--- config.mk ---
export PLATFORM = sky130hd
export DESIGN_NAME = acq_hold_sampler
export DESIGN_NICKNAME = d
export VERILOG_FILES = /design/src/rtl/acq_hold_sampler.sv
export SDC_FILE = /design/constraint.sdc
export NUM_CORES = 1
export LEC_CHECK = 0
export BUFFER_PORTS_ARGS = -buffer_cell sky130_fd_sc_hd__buf_2
export CORE_UTILIZATION = 30
export CTS_CLUSTER_SIZE = 20
export DETAILED_ROUTE_END_ITERATION = 10
export HOLD_SLACK_MARGIN = 0.05
export MAX_ROUTING_LAYER = met4
export PLACE_DENSITY = 0.49
export SETUP_SLACK_MARGIN = 0.1
export SLEW_MARGIN = 20
export SYNTH_ARGS = -nofsm -noshare
export SYNTH_HDL_FRONTEND = slang
export SYNTH_SLANG_ARGS = --single-unit
--- constraint.sdc ---
create_clock -name clk -period 2.3 [get_ports clk]
set_input_delay 0 -clock clk [delete_from_list [all_inputs] [get_ports clk]]
set_output_delay 0 -clock clk [all_outputs]
set_load 0.05 [all_outputs]
--- src/rtl/acq_hold_sampler.sv ---
// Acquisition/hold sampler: on each acq_clk rising edge, runs one ADC
// conversion with timeout, then holds the captured sample.
module acq_hold_sampler #(
  parameter int DATA_W  = 12,
  parameter int TIMEOUT = 2000,
  parameter int CNT_W   = 16
) (
  input  logic              clk,
  input  logic              rst,
  input  logic              acq_clk,
  input  logic              en,
  input  logic [DATA_W-1:0] adc_data,
  input  logic              adc_done,
  input  logic              clr_flags,
  output logic              adc_start,
  output logic [DATA_W-1:0] hold_data,
  output logic              hold_valid,
  output logic              busy,
  output logic              timeout_err,
  output logic              overrun_err,
  output logic [CNT_W-1:0]  sample_cnt
);

  localparam logic [1:0] S_IDLE  = 2'd0;
  localparam logic [1:0] S_START = 2'd1;
  localparam logic [1:0] S_WAIT  = 2'd2;

  localparam int TW = $clog2(TIMEOUT + 1);
  localparam logic [TW-1:0] TMAX = TW'(TIMEOUT - 1);

  logic [1:0]    state;
  logic [1:0]    state_nxt;
  logic          acq_q;
  logic          acq_rise;
  logic [TW-1:0] tcnt;
  logic          in_wait;
  logic          cap;
  logic          tmo;
  logic          ovr;

  assign acq_rise  = acq_clk & ~acq_q;
  assign in_wait   = (state == S_WAIT);
  assign cap       = in_wait & adc_done;
  assign tmo       = in_wait & ~adc_done & (tcnt == TMAX);
  assign adc_start = (state == S_START);
  assign busy      = (state == S_START) | in_wait;
  // Edges during a conversion are dropped, including the exit cycle.
  assign ovr       = acq_rise & busy;

  always_comb begin
    state_nxt = state;
    unique case (1'b1)
      state == S_IDLE:  if (acq_rise && en) state_nxt = S_START;
      state == S_START: state_nxt = S_WAIT;
      state == S_WAIT:  if (cap || tmo) state_nxt = S_IDLE;
      default:          state_nxt = S_IDLE;
    endcase
  end

  always_ff @(posedge clk or negedge rst) begin
    if (!rst) begin
      state <= S_IDLE;
      acq_q <= 1'b1;
      tcnt  <= '0;
    end else begin
      state <= state_nxt;
      acq_q <= acq_clk;
      if (state == S_START)
        tcnt <= '0;
      else if (in_wait && !adc_done && !tmo)
        tcnt <= tcnt + 1'b1;
    end
  end

  always_ff @(posedge clk or negedge rst) begin
    if (!rst) begin
      hold_data  <= '0;
      hold_valid <= 1'b0;
      sample_cnt <= '0;
    end else begin
      hold_valid <= cap;
      if (cap) begin
        hold_data  <= adc_data;
        sample_cnt <= sample_cnt + 1'b1;
      end
    end
  end

  always_ff @(posedge clk or negedge rst) begin
    if (!rst) begin
      timeout_err <= 1'b0;
      overrun_err <= 1'b0;
    end else begin
      if (tmo)
        timeout_err <= 1'b1;
      else if (clr_flags)
        timeout_err <= 1'b0;
      if (ovr)
        overrun_err <= 1'b1;
      else if (clr_flags)
        overrun_err <= 1'b0;
    end
  end

endmodule
==> qor.csv <==
metric,value,unit
status,"finished, violations left",
violations,design-rule violations,
rsz0062_at_grt,false,
yosysSeqAreaShare,0.5565,
clk_path_buf_depth,2,
dp_cells,297,
row_count,29,
max_freq,541.9,MHz
nets,266,
ys_seq_elements,45,
num_vias,1463,
grt_usage,0.1301,
cp_max_fo,7,
tightestPinTransition,0.5197,ns
max_stage_delay,0.55,ns
grt_pass1_vias,1524,
final_cells,320,
avgSynthCellArea,11.92,um^2
min_period_over_period,0.8024,
cp.required,2.48,ns
n_antenna_cell,0,
final.setup_skew,0.003275,ns
cts_htree_levels,2,
cap_violations,0,
cellInternalPower,0.001574,W
synth_edf_count,0,
peakVddDrop,673.3,uV
viasPerCell,4.572,
gp_congestion,0.7297,
synth_flop_cell,dfrtp_1,
post-route-util,0.4078,
cts_tree,done,
p_leak,1.200,nW
cts_setup_buffers,0,
cp_num_buf_inv,0,
drv_slew,0,
crit_arrival,2.03,ns
clk_pin_slew_worst_paths,0.08,ns
synth_top_area_cell,dfrtp_1,
post-route-drc-count,2,
crit_slowest_cell,or4_4,
yosysUniqueCellTypes,32,
ys_async_sr_fraction,1.000,
initialDrtViolationCount,45,
synth_top_cells_by_count,"44 x dfrtp_1, 20 x xnor2_1, 16 x mux2_2",
tns,0,ns
portBuffers,50,
die_y,84.17,um
core,6422,um^2
critPathKind,reg2reg,
overflow,0,
routed_wl,4043,um
clk-insertion-delay-late,0.29,ns
pwr-share-clk,0.164,
comb_power_share,0.455,
dr.pass1.iters,9,
io_pins,51,
path_cells,"ha_1, nand3_4, or4_4, nand3_1, mux2_2",
synth.most_common_cell,dfrtp_1,
synth_top_area_frac,0.5435,
final-setup-viol-count,0,
die_area,7085,um^2
cp-end-kind,register,
drive_gt1_frac,0.3374,
min_period,1.846,ns
finalHoldViolCount,0,
hold_path.class,in2reg,
cts_buffers,5,
grt_max_degree,24,
areaGrowthSynthToFinish,29.28,%
wl_per_cell,12.63,um
cts_sinks,45,
netlist_instances,170,
crit_family,simple AND/OR/NAND/NOR gates,
synth_area,2026,um^2
synthesis.nets,194,
power_density,1108,nW/um^2
synthTopCellsByArea,"dfrtp_1 54%, mux2_2 8.9%, xnor2_1 8.6%",
p_seq_frac,0.381,
swShare,0.4575,
antenna_left,0,
p_sw,0.001328,W
slew_headroom,0.6535,
start_util,0.3154,
grt_pass1_wl,7141,um
die_x,84.17,um
clockRootBuffer,clkbuf_8,
hpwl,2886,um
antenna_found_initial,0,
crit_path_start_kind,register,
synth_warnings,0,
sequential cells by signal, summed over array words and instances, names as in the netlist:
name and flops:
acq_q 1, timeout_err 1, hold_data 12, hold_valid 1, tcnt 11, overrun_err 1, state 2, sample_cnt 16
power by group through the flow:
| stage | combinational (W) | clock [W] | sequential (W) |
|---|---|---|---|
| after floorplan | 0.000468 | 0 | 0.00164 |
| after global placement | 0.00131 | 0 | 0.00112 |
| after detailed placement | 0.00132 | 0 | 0.00112 |
| after CTS | 0.00134 | 0.000504 | 0.00111 |
| after global routing | 0.00141 | 0.000531 | 0.00114 |
| final | 0.00132 | 0.000477 | 0.00111 |
metrics by stage:
stage               hold slack [ns]  setup slack [ns]  power (W)  instance area [um^2]
floorplan                   -0.2956            0.5397   0.002111                  2026
global placement            0.01587            0.4810   0.002432                  2385
detailed placement         0.008879            0.4693   0.002434                  2385
CTS                         0.09040            0.4503   0.002948                  2619
global route                 0.1283            0.3703   0.003078                  2619
finish                      0.09650            0.4545   0.002902                  2619
cells in the final DEF, fill, tap and decap left out, types with 4 or more instances in the layout:
master         count
ha_1               6
nand2_1           13
nor2_1            10
buf_4              4
inv_1              6
xnor2_1           20
nand4_1            8
clkbuf_8           5
nor3_1             4
mux2_2            16
dfrtp_1           44
and3_1             4
dlygate4sd3_1     15
nand3_1            7
buf_2             50
cell families (layout without fill, tap and decap cells):
group	after synthesis	after routing	share of synthesized area
AOI/OAI and AO/OA	8	8	0.02965
xor gates and xnor gates	22	22	0.09512
adders and majority gates	6	6	0.03706
buffers and inverters	10	83	0.01977
DFF	45	45	0.5565
muxes	16	16	0.08894
and+or+nand+nor	63	63	0.1730
tightest hold or removal path, stage by stage:
cell and delay (ns):
buf_2 0.12, nor2b_1 0.09, nand3_1 0.09, a21oi_1 0.06
path summary, 6_finish.rpt:
| path | slack, ns | cells after the start | end | startpoint |
|---|---|---|---|---|
| worst min-delay path | 0.1 | 4 | tcnt[1]$_DFFE_PN0P_ | adc_done |
| max in group asynchronous | 1.40 | 3 | tcnt[9]$_DFFE_PN0P_ | rst |
| worst max-delay path | 0.45 | 5 | tcnt[2]$_DFFE_PN0P_ | tcnt[0]$_DFFE_PN0P_ |
| min in group asynchronous | 0.21 | 2 | tcnt[1]$_DFFE_PN0P_ | rst |
| worst max register to register | 0.45 | 5 | tcnt[2]$_DFFE_PN0P_ | tcnt[0]$_DFFE_PN0P_ |
| worst min register to register | 0.47 | 1 | sample_cnt[15]$_DFFE_PN0P_ | sample_cnt[15]$_DFFE_PN0P_ |
cell type report:
class,count,area (um^2)
Timing Repair Buffer,69,430.4
Inverter,6,22.52
Clock buffer,7,76.32
Multi-Input combinational cell,115,858.3
Tap cell,77,96.34
Fill cell,608,3804
Sequential cell,45,1127
Clock inverter,1,7.507
per-layer routing:
metal  vias to the layer above  part of all wire  wire length [um]  GRT usage
met4                         0            0.0089                36    0.03292
met2                        39              0.48              1944     0.2146
met1                       690              0.46              1856     0.1570
met3                         4             0.051               206    0.03736
li1                        730                 -                 -          -
met5                         -                 0                 0          -
timing repair:
action                    in CTS  in global routing
hold endpoints to repair      37                  0
hold buffers                  15                  0
gates resized for setup        0                  0
Note: power is estimated with default switching activity, not from simulation.
